===== src/rtl/ntram_ctrl_if.sv =====
// Host command/response and NoBL SRAM pin bundle for ntram_ctrl.
// The controller uses the slave modport; the host/pad side uses master.
interface ntram_ctrl_if #(
  parameter int unsigned ADDR_W = 20,
  parameter int unsigned DATA_W = 18
);
  logic              req_valid;
  logic              req_ready;
  logic              req_we;
  logic              req_burst;
  logic [ADDR_W-1:0] req_addr;
  logic [DATA_W-1:0] req_wdata;
  logic [1:0]        req_be;
  logic              rsp_valid;
  logic [DATA_W-1:0] rsp_rdata;

  logic [ADDR_W-1:0] Addr;
  logic              WEb, ADV, CKEb, CS1b, CS2, CS2b, Bwa_n, Bwb_n, OEb, ZZ, LBOb;
  logic [DATA_W-1:0] Dq_out;
  logic              Dq_oe;
  logic [DATA_W-1:0] Dq_in;

  modport slave (
    input  req_valid, req_we, req_burst, req_addr, req_wdata, req_be, Dq_in,
    output req_ready, rsp_valid, rsp_rdata,
    output Addr, WEb, ADV, CKEb, CS1b, CS2, CS2b, Bwa_n, Bwb_n, OEb, ZZ, LBOb, Dq_out, Dq_oe
  );

  modport master (
    output req_valid, req_we, req_burst, req_addr, req_wdata, req_be, Dq_in,
    input  req_ready, rsp_valid, rsp_rdata,
    input  Addr, WEb, ADV, CKEb, CS1b, CS2, CS2b, Bwa_n, Bwb_n, OEb, ZZ, LBOb, Dq_out, Dq_oe
  );
endinterface


===== src/rtl/ntram_ctrl.sv =====
// Pipelined (NoBL/ZBT-style) synchronous SRAM controller with 4-beat linear burst
// tracking and an idle-driven ZZ sleep state machine.
module ntram_ctrl #(
  parameter int unsigned ADDR_W     = 20,
  parameter int unsigned DATA_W     = 18,
  parameter int unsigned IDLE_SLEEP = 16,
  parameter int unsigned WAKE_CYC   = 2
) (
  input logic      CLK,
  input logic      RSTb,
  ntram_ctrl_if.slave bus
);

  localparam int unsigned IdleW = $clog2(IDLE_SLEEP + 1);
  localparam int unsigned WakeW = $clog2(WAKE_CYC + 1);
  localparam logic [IdleW-1:0] IdleMax = IdleW'(IDLE_SLEEP - 1);
  localparam logic [WakeW-1:0] WakeMax = WakeW'(WAKE_CYC - 1);

  typedef enum logic [1:0] {StActive, StSleep, StWake} pwr_e;

  pwr_e              st_q;
  logic              ready_q, zz_q, oeb_q;
  logic [IdleW-1:0]  idle_q;
  logic [WakeW-1:0]  wake_q;
  logic [ADDR_W-1:0] addr_q, base_q;
  logic              web_q, adv_q, cs1b_q, bwa_q, bwb_q;
  logic [1:0]        cnt_q;
  logic              dir_q, trk_vld_q;
  logic              w1_q, w2_q, r1_q, r2_q, r3_q;
  logic [DATA_W-1:0] wd1_q, wd2_q, dq_out_q, rdata_q;
  logic              dq_oe_q, rsp_valid_q;

  logic              accept, cont_ok, pipe_empty, sleep_go, zz_next;
  logic [1:0]        wrap_lo;
  logic [ADDR_W-1:0] wrap_addr;

  always_comb begin
    accept     = bus.req_valid & ready_q;
    wrap_lo    = base_q[1:0] + cnt_q + 2'd1;
    wrap_addr  = {base_q[ADDR_W-1:2], wrap_lo};
    cont_ok    = trk_vld_q && (dir_q == bus.req_we) && (cnt_q != 2'd3);
    pipe_empty = !(w1_q || w2_q || r1_q || r2_q || r3_q);
    sleep_go   = (st_q == StActive) && !bus.req_valid && pipe_empty && (idle_q == IdleMax);
    zz_next    = sleep_go || ((st_q == StSleep) && !bus.req_valid);
  end

  always_ff @(posedge CLK or negedge RSTb) begin
    if (!RSTb) begin
      st_q        <= StActive;
      ready_q     <= 1'b0;
      idle_q      <= '0;
      wake_q      <= '0;
      zz_q        <= 1'b0;
      oeb_q       <= 1'b1;
      addr_q      <= '0;
      web_q       <= 1'b1;
      adv_q       <= 1'b0;
      cs1b_q      <= 1'b1;
      bwa_q       <= 1'b1;
      bwb_q       <= 1'b1;
      base_q      <= '0;
      cnt_q       <= '0;
      dir_q       <= 1'b0;
      trk_vld_q   <= 1'b0;
      w1_q        <= 1'b0;
      w2_q        <= 1'b0;
      r1_q        <= 1'b0;
      r2_q        <= 1'b0;
      r3_q        <= 1'b0;
      wd1_q       <= '0;
      wd2_q       <= '0;
      dq_out_q    <= '0;
      dq_oe_q     <= 1'b0;
      rsp_valid_q <= 1'b0;
      rdata_q     <= '0;
    end else begin
      // Default issue slot is a deselect; the data pipeline just shifts.
      addr_q      <= '0;
      web_q       <= 1'b1;
      adv_q       <= 1'b0;
      cs1b_q      <= 1'b1;
      bwa_q       <= 1'b1;
      bwb_q       <= 1'b1;
      w1_q        <= 1'b0;
      r1_q        <= 1'b0;
      w2_q        <= w1_q;
      wd2_q       <= wd1_q;
      r2_q        <= r1_q;
      r3_q        <= r2_q;
      dq_oe_q     <= w2_q;
      dq_out_q    <= w2_q ? wd2_q : '0;
      rsp_valid_q <= r3_q;
      if (r3_q) rdata_q <= bus.Dq_in;
      zz_q        <= zz_next;
      oeb_q       <= w2_q | zz_next;

      if (accept) begin
        cs1b_q    <= 1'b0;
        web_q     <= ~bus.req_we;
        bwa_q     <= bus.req_we ? ~bus.req_be[0] : 1'b1;
        bwb_q     <= bus.req_we ? ~bus.req_be[1] : 1'b1;
        dir_q     <= bus.req_we;
        trk_vld_q <= 1'b1;
        w1_q      <= bus.req_we;
        r1_q      <= ~bus.req_we;
        wd1_q     <= bus.req_wdata;
        if (bus.req_burst && cont_ok) begin
          adv_q <= 1'b1;
          cnt_q <= cnt_q + 2'd1;
        end else begin
          // A continue that cannot ride the SRAM's burst counter is reissued as a load.
          addr_q <= bus.req_burst ? wrap_addr : bus.req_addr;
          base_q <= bus.req_burst ? wrap_addr : bus.req_addr;
          cnt_q  <= 2'd0;
        end
      end

      unique case (st_q)
        StActive: begin
          if (sleep_go) begin
            st_q      <= StSleep;
            ready_q   <= 1'b0;
            idle_q    <= '0;
            trk_vld_q <= 1'b0;
          end else begin
            ready_q <= 1'b1;
            if (bus.req_valid) idle_q <= '0;
            else if (idle_q != IdleMax) idle_q <= idle_q + 1'b1;
          end
        end
        StSleep: begin
          ready_q <= 1'b0;
          if (bus.req_valid) begin
            st_q   <= StWake;
            wake_q <= '0;
          end
        end
        StWake: begin
          if (wake_q == WakeMax) begin
            st_q    <= StActive;
            ready_q <= 1'b1;
            idle_q  <= '0;
          end else begin
            wake_q  <= wake_q + 1'b1;
          end
        end
        default: st_q <= StActive;
      endcase
    end
  end

  assign bus.req_ready = ready_q;
  assign bus.rsp_valid = rsp_valid_q;
  assign bus.rsp_rdata = rdata_q;
  assign bus.Addr      = addr_q;
  assign bus.WEb       = web_q;
  assign bus.ADV       = adv_q;
  assign bus.CKEb      = 1'b0;
  assign bus.CS1b      = cs1b_q;
  assign bus.CS2       = 1'b1;
  assign bus.CS2b      = 1'b0;
  assign bus.Bwa_n     = bwa_q;
  assign bus.Bwb_n     = bwb_q;
  assign bus.OEb       = oeb_q;
  assign bus.ZZ        = zz_q;
  assign bus.LBOb      = 1'b0;
  assign bus.Dq_out    = dq_out_q;
  assign bus.Dq_oe     = dq_oe_q;

endmodule


===== src/flat_wrapper.sv =====
// flat-port wrapper written by rule: the top's interface ports become plain ports
module ntram_ctrl_flat 
#(
  parameter int unsigned ADDR_W     = 20,
  parameter int unsigned DATA_W     = 18,
  parameter int unsigned IDLE_SLEEP = 16,
  parameter int unsigned WAKE_CYC   = 2
)
  (CLK, RSTb, bus_req_valid, bus_req_we, bus_req_burst, bus_req_addr, bus_req_wdata, bus_req_be, bus_Dq_in, bus_req_ready, bus_rsp_valid, bus_rsp_rdata, bus_Addr, bus_WEb, bus_ADV, bus_CKEb, bus_CS1b, bus_CS2, bus_CS2b, bus_Bwa_n, bus_Bwb_n, bus_OEb, bus_ZZ, bus_LBOb, bus_Dq_out, bus_Dq_oe);
  ntram_ctrl_if #(.ADDR_W(ADDR_W), .DATA_W(DATA_W)) bus_i ();
  input logic CLK;
  input logic RSTb;
  input wire logic [$bits(bus_i.req_valid)-1:0] bus_req_valid;
  input wire logic [$bits(bus_i.req_we)-1:0] bus_req_we;
  input wire logic [$bits(bus_i.req_burst)-1:0] bus_req_burst;
  input wire logic [$bits(bus_i.req_addr)-1:0] bus_req_addr;
  input wire logic [$bits(bus_i.req_wdata)-1:0] bus_req_wdata;
  input wire logic [$bits(bus_i.req_be)-1:0] bus_req_be;
  input wire logic [$bits(bus_i.Dq_in)-1:0] bus_Dq_in;
  output wire logic [$bits(bus_i.req_ready)-1:0] bus_req_ready;
  output wire logic [$bits(bus_i.rsp_valid)-1:0] bus_rsp_valid;
  output wire logic [$bits(bus_i.rsp_rdata)-1:0] bus_rsp_rdata;
  output wire logic [$bits(bus_i.Addr)-1:0] bus_Addr;
  output wire logic [$bits(bus_i.WEb)-1:0] bus_WEb;
  output wire logic [$bits(bus_i.ADV)-1:0] bus_ADV;
  output wire logic [$bits(bus_i.CKEb)-1:0] bus_CKEb;
  output wire logic [$bits(bus_i.CS1b)-1:0] bus_CS1b;
  output wire logic [$bits(bus_i.CS2)-1:0] bus_CS2;
  output wire logic [$bits(bus_i.CS2b)-1:0] bus_CS2b;
  output wire logic [$bits(bus_i.Bwa_n)-1:0] bus_Bwa_n;
  output wire logic [$bits(bus_i.Bwb_n)-1:0] bus_Bwb_n;
  output wire logic [$bits(bus_i.OEb)-1:0] bus_OEb;
  output wire logic [$bits(bus_i.ZZ)-1:0] bus_ZZ;
  output wire logic [$bits(bus_i.LBOb)-1:0] bus_LBOb;
  output wire logic [$bits(bus_i.Dq_out)-1:0] bus_Dq_out;
  output wire logic [$bits(bus_i.Dq_oe)-1:0] bus_Dq_oe;
  assign bus_i.req_valid = bus_req_valid;
  assign bus_i.req_we = bus_req_we;
  assign bus_i.req_burst = bus_req_burst;
  assign bus_i.req_addr = bus_req_addr;
  assign bus_i.req_wdata = bus_req_wdata;
  assign bus_i.req_be = bus_req_be;
  assign bus_i.Dq_in = bus_Dq_in;
  assign bus_req_ready = bus_i.req_ready;
  assign bus_rsp_valid = bus_i.rsp_valid;
  assign bus_rsp_rdata = bus_i.rsp_rdata;
  assign bus_Addr = bus_i.Addr;
  assign bus_WEb = bus_i.WEb;
  assign bus_ADV = bus_i.ADV;
  assign bus_CKEb = bus_i.CKEb;
  assign bus_CS1b = bus_i.CS1b;
  assign bus_CS2 = bus_i.CS2;
  assign bus_CS2b = bus_i.CS2b;
  assign bus_Bwa_n = bus_i.Bwa_n;
  assign bus_Bwb_n = bus_i.Bwb_n;
  assign bus_OEb = bus_i.OEb;
  assign bus_ZZ = bus_i.ZZ;
  assign bus_LBOb = bus_i.LBOb;
  assign bus_Dq_out = bus_i.Dq_out;
  assign bus_Dq_oe = bus_i.Dq_oe;
  ntram_ctrl #(.ADDR_W(ADDR_W), .DATA_W(DATA_W), .IDLE_SLEEP(IDLE_SLEEP), .WAKE_CYC(WAKE_CYC)) u_core (.CLK(CLK), .RSTb(RSTb), .bus(bus_i));
endmodule

===== config.mk =====
export PLATFORM = sky130hd
export DESIGN_NAME = ntram_ctrl_flat
export DESIGN_NICKNAME = d
export VERILOG_FILES = /design/src/rtl/ntram_ctrl_if.sv /design/src/rtl/ntram_ctrl.sv /design/src/flat_wrapper.sv
export SDC_FILE = /design/constraint.sdc
export NUM_CORES = 1
export LEC_CHECK = 0
export CAP_MARGIN = 15
export CORE_MARGIN = 3
export CORE_UTILIZATION = 56
export CTS_CLUSTER_SIZE = 16
export DETAILED_ROUTE_END_ITERATION = 8
export DONT_BUFFER_PORTS = 1
export PLACE_DENSITY = 0.75
export SYNTH_ARGS = -nofsm -noshare
export SYNTH_HDL_FRONTEND = slang
export SYNTH_SLANG_ARGS = --single-unit

===== constraint.sdc =====
create_clock -name CLK -period 2.1 [get_ports CLK]
set_input_delay 0.315 -clock CLK [delete_from_list [all_inputs] [get_ports CLK]]
set_output_delay 0.315 -clock CLK [all_outputs]
set_load 0.01 [all_outputs]

=== After elaboration in Yosys (flattened, before gate mapping) ===
Index checks and enable logic that the tools add are counted.

* Bits in registers: 140
* Output and inout bits: 70

* Add/sub/neg operators: 5
* Equal/unequal tests: 12
* Muxes and demuxes: 33
* Bitwise operators: 6
* Reductions and logical operators: 23

{| class="wikitable"
|+ Operators by type and width
! kind !! count
|-
| 20-bit 2-to-1 mux || 3
|-
| 5-bit 2-to-1 mux || 4
|-
| 18-bit 2-to-1 mux || 1
|-
| 1-bit 2-to-1 mux || 15
|-
| 2-bit 2-to-1 mux || 6
|-
| 5-bit one-hot mux with 2 select lines || 1
|-
| 3-bit AND reduction || 3
|-
| 1-bit logical AND || 7
|-
| 2-bit by 1-bit adder with 2-bit output, second input constant || 3
|-
| 2-bit inequality test, second input constant || 3
|-
| 2-bit one-hot mux with 3 select lines || 1
|-
| 5-bit by 1-bit adder with 5-bit output, second input constant || 1
|-
| 5-bit by 4-bit == test with 1-bit output, second input constant || 1
|-
| 1-bit logical OR || 5
|-
| 5-bit by 4-bit inequality test with 1-bit output, second input constant || 1
|-
| 2-bit by 1-bit == test with 1-bit output, second input constant || 2
|-
| 2-bit by 1-bit inequality test with 1-bit output, second input constant || 2
|-
| 4-bit by 3-bit inequality test with 1-bit output, second input constant || 1
|-
| 1-bit NOT || 4
|-
| 2-bit one-hot mux with 2 select lines || 1
|-
| 2-bit AND reduction || 2
|-
| 2-bit nonzero test || 2
|-
| 1-bit one-hot mux with 3 select lines || 1
|-
| 3-bit nonzero test || 1
|-
| other kinds (7) || 8
|}

=== Longest topological paths before layout ===
Gate-level depths: netlist of the first run.

* Depth in word-level cells: 9
* Depth in mapped cells: 7

=== Worst setup path before layout of the first run ===
No wires, ideal clock.

* Kind: reg2reg
* Start: register u_core.idle_q[0]
* End: register u_core.st_q[0]
* Library setup time: 0.128 ns
* Arrival: 1.858 ns
* Data required time: 1.972 ns
* Setup slack: 0.114 ns
* Stages on the path, launching flop included: 8
* Cell sequence: dfrtp_1 -> ha_1 -> and3_1 -> ha_1 -> nand2_1 -> or4_4 -> a21oi_2 -> mux2_1

* Longest elaborated chain between the ends: 4

{| class="wikitable"
|+ RTL lines
! element !! RTL line !! text
|-
| start: declaration || ntram_ctrl.sv:23 || <nowiki>logic [IdleW-1:0] idle_q;</nowiki>
|-
| start signal: assignment || ntram_ctrl.sv:128 || <nowiki>else if (idle_q != IdleMax) idle_q <= idle_q + 1'b1;</nowiki>
|-
| 5-bit by 4-bit == test with 1-bit output || ntram_ctrl.sv:43 || <nowiki>sleep_go = (st_q == StActive) && !bus.req_valid && pipe_empty && (idle_q == IdleMax);</nowiki>
|-
| 1-bit logical AND || ntram_ctrl.sv:43 ||
|-
| 2-bit by 1-bit inequality test with 1-bit output (no line) || -- ||
|-
| 3-bit AND reduction (no line) || -- ||
|-
| end signal: assignment || ntram_ctrl.sv:49 || <nowiki>st_q <= StActive;</nowiki>
|-
| end signal: assignment || ntram_ctrl.sv:121 || <nowiki>st_q <= StSleep;</nowiki>
|-
| end signal: assignment || ntram_ctrl.sv:134 || <nowiki>st_q <= StWake;</nowiki>
|-
| end: declaration || ntram_ctrl.sv:21 || <nowiki>pwr_e st_q;</nowiki>
|}

Every way passes these cells.
A chain may end at the register's enable or synchronous reset.

=== Worst setup path after layout of the first run ===
Same ends and word-level chain as after synthesis.

==> results of run 1 <==
==> Yosys cell counts <==
cell / instances / area (µm²)
mux2i_1: 21 / 210
o2111ai_1: 1 / 8.76
a22o_1: 6 / 52.6
buf_1: 1 / 3.75
a21oi_1: 3 / 15.0
nand2_1: 13 / 48.8
nand3_1: 1 / 5.00
nand2b_1: 2 / 12.5
a211oi_1: 3 / 22.5
nor2b_1: 1 / 6.26
and2_1: 20 / 125
xnor2_1: 2 / 17.5
buf_6: 1 / 11.3
buf_2: 2 / 10.0
dfstp_2: 5 / 131
or2_2: 2 / 12.5
conb_1: 2 / 7.51
o31ai_1: 2 / 15.0
mux2_1: 1 / 11.3
buf_4: 4 / 30.0
a21oi_2: 1 / 8.76
and3_1: 2 / 12.5
a21o_1: 2 / 15.0
dfrtp_1: 135 / 3380
clkbuf_1: 11 / 41.3
o21ai_0: 6 / 30.0
inv_1: 13 / 48.8
nor2_1: 24 / 90.1
xor2_1: 1 / 8.76
or4_4: 2 / 22.5
nor3_1: 1 / 5.00
o21a_1: 1 / 7.51
ha_1: 10 / 125
mux2_2: 57 / 642
o32ai_1: 1 / 8.76
nand3b_1: 1 / 7.51
==> sequential cells by signal, indices dropped and copies added (netlist names), 2 cells and up <==
register              cells
u_core.base_q            20
u_core.bus.Addr          20
u_core.bus.Dq_out        18
u_core.bus.rsp_rdata     18
u_core.cnt_q              2
u_core.idle_q             5
u_core.st_q               2
u_core.wake_q             2
u_core.wd1_q             18
u_core.wd2_q             18
==> cells in the final DEF (no fill, tap or decap), types with 3 or more instances in the layout <==
master         netlist  routed
inv_1               13      13
nand2_1             13      12
nor2_1              24      24
buf_4                4       9
o21ai_0              6       5
a22o_1               6       6
and2_1              20      20
ha_1                10       7
mux2_2              57      57
clkinv_4             0       3
mux2i_1             21      21
a21oi_1              3       3
a211oi_1             3       3
conb_1               2       4
dlygate4sd3_1        0      58
clkinvlp_4           0       4
dfstp_2              5       5
clkbuf_16            0      16
dfrtp_1            135     135
==> logic make-up (layout without fill, tap and decap cells) <==
group,Yosys count,after routing,share of synthesized area (%)
flip-flops,140,140,67.4
multiplexers,79,79,16.6
AO/OA/AOI/OAI,26,26,3.53
XOR/XNOR,3,3,0.505
buffers and inverters,32,113,2.79
other,2,4,0.144
adder cells (fa/ha/maj),10,10,2.40
AND/OR/NAND/NOR,69,69,6.68
==> how the worst max path moves through the flow <==
stage | start | cells past startpoint | to
finish | u_core.idle_q[0]$_DFFE_PN0P_ | 7 | u_core.st_q[0]$_DFFE_PN0P_
global route | u_core.idle_q[0]$_DFFE_PN0P_ | 7 | u_core.st_q[0]$_DFFE_PN0P_
CTS | u_core.idle_q[0]$_DFFE_PN0P_ | 7 | u_core.st_q[0]$_DFFE_PN0P_
detailed placement | u_core.idle_q[0]$_DFFE_PN0P_ | 7 | u_core.st_q[0]$_DFFE_PN0P_
global placement | u_core.idle_q[0]$_DFFE_PN0P_ | 7 | u_core.st_q[0]$_DFFE_PN0P_
floorplan | u_core.idle_q[0]$_DFFE_PN0P_ | 7 | u_core.st_q[0]$_DFFE_PN0P_
==> repair_timing <==
item	4_1_cts	5_1_grt
setup buffers	2	1
pin swaps	1	3
gates resized for setup	3	7
hold endpoints to repair	219	140
setup endpoints to repair	1	1
==> power by group <==
group	total (W)	internal, W	switching [W]
sequential	0.00438	0.00369	0.000690
clock	0.00283	0.00173	0.00110
combinational	0.00185	0.00103	0.000823
total	0.00906	0.00645	0.00261
==> layer usage <==
layer / GRT usage [%] / routed length [µm]
met1: 22.2 / 3770
met2: 33.9 / 5530
met3: 7.10 / 625
met4: 6.86 / 104
met5: 0 / 0
==> metrics by stage <==
| stage | util, % | instance area, µm² | setup TNS, ps | hold WS, ps |
|---|---|---|---|---|
| after floorplan | - | 5220 | 0 | 19.4 |
| after global placement | 59.6 | 5300 | 0 | 23.2 |
| after detailed placement | 59.6 | 5300 | -15.3 | 24.8 |
| after CTS | 73.1 | 6500 | 0 | -510 |
| after global routing | 73.7 | 6550 | -61.6 | -524 |
| final | 73.7 | 6550 | -15.3 | -490 |
==> cell type report <==
cell class,instances,area (µm²),share of cell area [%]
flip-flops and latches,140,3510,53.6
multi-input cells,191,1610,24.6
repair buffers,68,668,10.2
clock buffers,20,435,6.65
clock inverters,12,139,2.12
well taps,108,135,2.06
inverters,13,48.8,0.745
==> results_dict.tcl, run 1 <==
set metrics [dict create \
    status "finished, violations left" \
    violations "hold timing, setup timing" \
    end_kind "flip-flop" \
    rows 34 \
    vias_per_cell 5.33 \
    cap_violations 0 \
    finalCritPeriodShare_pct 101 \
    hold_path_class "input pin to async pin" \
    grt_pass1_vias 3119 \
    vias 2941 \
    stdcell_count 552 \
    crit_arrival_ps 2490 \
    syn_inst 361 \
    drt_iter0_drc 68 \
    dpl.hpwl_um 5870 \
    clkTransAtPathRegs_ps 60 \
    r2r_start "u_core.idle_q[0]$_DFFE_PN0P_" \
    synth-seq-cells 140 \
    routed_wl_um 10000 \
    path_delay_family "simple AND/OR/NAND/NOR gates" \
    syn_avg_cell_area_um2 14.4 \
    fill_cells 566 \
    cp_slowest_cell "or4_4" \
    grt_pass1_wl_um 15400 \
    globalplace.congestion 0.764 \
    grt-ovfl-total 0 \
    power_w 0.00906 \
    crit_fanout 2 \
    power.density_nw_per_um2 1380 \
    grt_antenna_before_repair 0 \
    period_needed_ps 2120 \
    die_h_um 102 \
    hold_buffers 59 \
    slew-limit-headroom_pct 54.7 \
    cts_inserted_buffers 17 \
    wl_per_cell_um 18.2 \
    r2r_end "u_core.st_q[0]$_DFFE_PN0P_" \
    ant_nets 0 \
    critPathMaxStageDelay_ps 540 \
    post-place-ws_ps -15.3 \
    fin_nets 504 \
    grt_usage_pct 19.5 \
    ys.warnings.count 0 \
    num_antenna_cells 0 \
    cts_sinks 140 \
    dieArea_um2 10500 \
    port_buffers 0 \
    fin_hold_ws_ps -490 \
    hold_violations 140 \
    rsz0062_at_grt "yes" \
    seq_area_frac_synth_pct 67.4 \
    crit_chain "ha_2, and3_4, ha_4, nand2_4, or4_4, a21oi_4, mux2_4" \
    clk_path_buf_depth 2 \
    htreeDepth 4 \
    synth_area_um2 5210 \
    drive_gt1_share_pct 25.5 \
    r2r_cells 7 \
    setup_ws_ps -15.3 \
    cts-root-buf "clkbuf_8" \
    power.leakage_nw 3.03 \
    start_kind "flip-flop" \
    die_w_um 102 \
    setup_viol 1 \
    yosysUniqueCellTypes 36 \
    design.core.area_um2 8890 \
    clk_latency_ps 500 \
    slew_violations 0 \
    fin_skew_ps 10.5 \
    worst_pin_slew_ps 674 \
    cts_tree "done" \
    start_util_pct 58.6 \
    num_io_pins 133 \
    dp_cells 458 \
    drc 0 \
    vdd_drop_max_uv 699 \
    grt_start_max_net_pins 141 \
    crit_type "flip-flop to flip-flop" \
    first_pass_iters 4 \
    required_ps 2480 \
    synthToLayoutAreaGrowth_pct 25.7 \
    critPathBufInv 0 \
    fmax_ghz 0.473 \
    r2r_slack_ps -20 \
]
Note: power is estimated with default switching activity, not from simulation.
==> inputs of run 2 (changes only) <==
--- a/config.mk
+++ b/config.mk
@@ -7,11 +7,11 @@
 export LEC_CHECK = 0
 export CAP_MARGIN = 15
 export CORE_MARGIN = 3
-export CORE_UTILIZATION = 56
+export CORE_UTILIZATION = 40
 export CTS_CLUSTER_SIZE = 16
 export DETAILED_ROUTE_END_ITERATION = 8
 export DONT_BUFFER_PORTS = 1
-export PLACE_DENSITY = 0.75
+export PLACE_DENSITY = 0.57
 export SYNTH_ARGS = -nofsm -noshare
 export SYNTH_HDL_FRONTEND = slang
 export SYNTH_SLANG_ARGS = --single-unit
==> run 2 against run 1 <==
The flow finishes with violations (hold timing). Clock skew decreased by 1.4 ps. Clock power increased by 11%. Worst hold slack improved by 88 ps. First-iteration DRC count increased by 51%. Maximum frequency increased by 3.4%. Flip-flop and latch count unchanged. Count of clock-buffer cells in the layout increased by 1. Sequential share of layout area increased by 3.9 points. Global-route usage decreased by 5.6 points. Via count decreased by 8.4%. Non-clock buffer count decreased by 57. Register-to-register slack improved by 70 ps. Largest power group unchanged.
==> results_dict.tcl, run 2 (synthesized netlist as in run 1, its figures left out) <==
set metrics [dict create \
    critPathLaunch "u_core.idle_q[1]$_DFFE_PN0P_" \
    violations "hold timing" \
    cts_inserted_buffers 17 \
    p_comb_share_pct 18.0 \
    drt_iter0_drc 103 \
    fin_hold_ws_ps -402 \
    path_delay_family "simple AND/OR/NAND/NOR gates" \
    critPathBufInv 0 \
    layout_common_cells "135 x dfrtp_1, 57 x mux2_2, 24 x nor2_1, 21 x mux2i_1, 20 x and2_1" \
    hold_buffers 4 \
    multi_input_area_um2 1600 \
    fill_cells 1125 \
    crit_chain "ha_2, and3_4, ha_4, nand2_2, or4_4, a21oi_4, mux2_4" \
    hold_violations 140 \
    dpl.hpwl_um 5930 \
    finalCritPeriodShare_pct 97.4 \
    fin_nets 447 \
    cp_slowest_cell "or4_4" \
    port_buffers 0 \
    r2r_start "u_core.idle_q[1]$_DFFE_PN0P_" \
    grt_pass1_vias 2903 \
    globalplace.congestion 0.766 \
    drc 0 \
    design.core.area_um2 12700 \
    die_h_um 120 \
    cap_violations 0 \
    pwr-share-seq_pct 47.6 \
    r2r_cells 7 \
    rows 41 \
    power.density_nw_per_um2 1500 \
    rsz0062_at_grt "yes" \
    post-cts-setup-buffers 0 \
    dpl_cell_area_um2 5390 \
    status "finished, violations left" \
    worst_pin_slew_ps 618 \
    hold_path_class "input pin to async pin" \
    tns_ps 0 \
    cts_tree "done" \
    slew-limit-headroom_pct 58.5 \
    dieArea_um2 14400 \
    grt_antenna_before_repair 0 \
    power_switching_w 0.00247 \
    clkTransAtPathRegs_ps 60 \
    num_io_pins 133 \
    wl_per_cell_um 16.8 \
    vias_per_cell 4.83 \
    final_common_cell "dfrtp_1" \
    crit_fanout 3 \
    clk_latency_ps 410 \
    die_w_um 120 \
    end_kind "flip-flop" \
    start_util_pct 41.1 \
    crit_type "flip-flop to flip-flop" \
    synthToLayoutAreaGrowth_pct 17.2 \
    pwr-share-clk_pct 34.4 \
    first_pass_iters 6 \
    required_ps 2390 \
    fin_skew_ps 9.12 \
    slew_violations 0 \
    crit_arrival_ps 2340 \
    vdd_drop_max_uv 687 \
    drive_gt1_share_pct 28.8 \
    setup_viol 0 \
    cts_sinks 140 \
    ant_nets 0 \
    grt_pass1_wl_um 15200 \
    swShare_pct 27.0 \
    num_antenna_cells 0 \
    cp_num_cells 7 \
    grt_usage_pct 13.9 \
    critPathMaxStageDelay_ps 540 \
    cts-root-buf "clkbuf_16" \
    grt_start_max_net_pins 141 \
    grt-ovfl-total 0 \
    power.leakage_nw 2.81 \
    clk_path_buf_depth 2 \
    design_area_um2 6100 \
    final_util_pct 48.2 \
    internal_power_w 0.00669 \
    htreeDepth 4 \
    period_needed_ps 2050 \
    vias 2694 \
    regArea_um2 3510 \
    routed_wl_um 9380 \
    fmax_ghz 0.489 \
    start_kind "flip-flop" \
]
-- run 2: cell count changes in the layout (fill, tap and decap cells not counted), sizes merged --
cell         previous run  this run
dlygate4sd3            58         4
buf                    10         7
clkinvlp                4         1
bufinv                  2         4
inv                    15        13
clkbuf                 20        21
clkinv                  4         5
-- run 2: worst paths after layout --
path | slack (ps) | endpoint
worst max-delay path | 50 | u_core.st_q[0]$_DFFE_PN0P_
worst min-delay path | -400 | u_core.bus.Dq_out[14]$_DFF_PN0_
worst max register to register | 50 | u_core.st_q[0]$_DFFE_PN0P_
worst min register to register | 370 | u_core.wd2_q[7]$_DFF_PN0_
max in group asynchronous | 2300 | u_core.wd1_q[17]$_DFFE_PN0P_
min in group CLK | 50 | u_core.base_q[17]$_DFFE_PN0P_
-- run 2: worst reg2reg max path, cell delays in order (launching register included) --
cell and delay [ps]:
dfrtp_1 370, ha_2 200, and3_4 190, ha_4 130, nand2_2 50, or4_4 540, a21oi_4 150, mux2_4 310
-- run 2: power by group through the flow --
stage                     clock network, W  registers [W]  logic, W
after floorplan                          0        0.00424   0.00135
after global placement                   0        0.00437   0.00154
after detailed placement                 0        0.00440   0.00161
after CTS                          0.00325        0.00437   0.00163
after global routing               0.00337        0.00448   0.00187
final                              0.00315        0.00436   0.00165
-- run 2: metrics by stage --
stage / worst slack [ps] / hold slack [ps] / instances / total power (W)
final: 54.5 / -402 / 558 / 0.00916
after global routing: -32.6 / -431 / 558 / 0.00972
after CTS: 28.8 / -425 / 558 / 0.00925
after detailed placement: 40.8 / 25.3 / 523 / 0.00601
after global placement: 75.7 / 23.8 / 523 / 0.00591
after floorplan: 114 / 19.4 / 363 / 0.00559
-- run 2: cell type report --
type,instances,area share (%)
Clock buffer,21,7.71
Sequential cell,140,57.5
Inverter,13,0.800
Clock inverter,10,2.69
Tap cell,172,3.53
Timing Repair Buffer,11,1.52
Multi-Input combinational cell,191,26.2
-- run 2: repair_timing --
action	CTS	global route
endpoints found under the hold margin	146	140
resized for setup	0	8
endpoints found under the setup margin	0	1
-- run 2: metal layers --
metal  part of all wire [%]  wire [µm]  vias up  GRT usage (%)
li1                       -          -     1239              -
met1                     41       3870     1359           16.6
met2                     49       4580       86           21.3
met3                    8.6        805       10           7.16
met4                    1.3        120        0           5.80
met5                      0          0        -              0
==> inputs of run 3 (changes only) <==
--- a/config.mk
+++ b/config.mk
@@ -5,7 +5,6 @@
 export SDC_FILE = /design/constraint.sdc
 export NUM_CORES = 1
 export LEC_CHECK = 0
-export CAP_MARGIN = 15
 export CORE_MARGIN = 3
 export CORE_UTILIZATION = 40
 export CTS_CLUSTER_SIZE = 16
==> results of run 3 <==
Same layout as run 2: the final DEF is identical, and so are final timing and power.
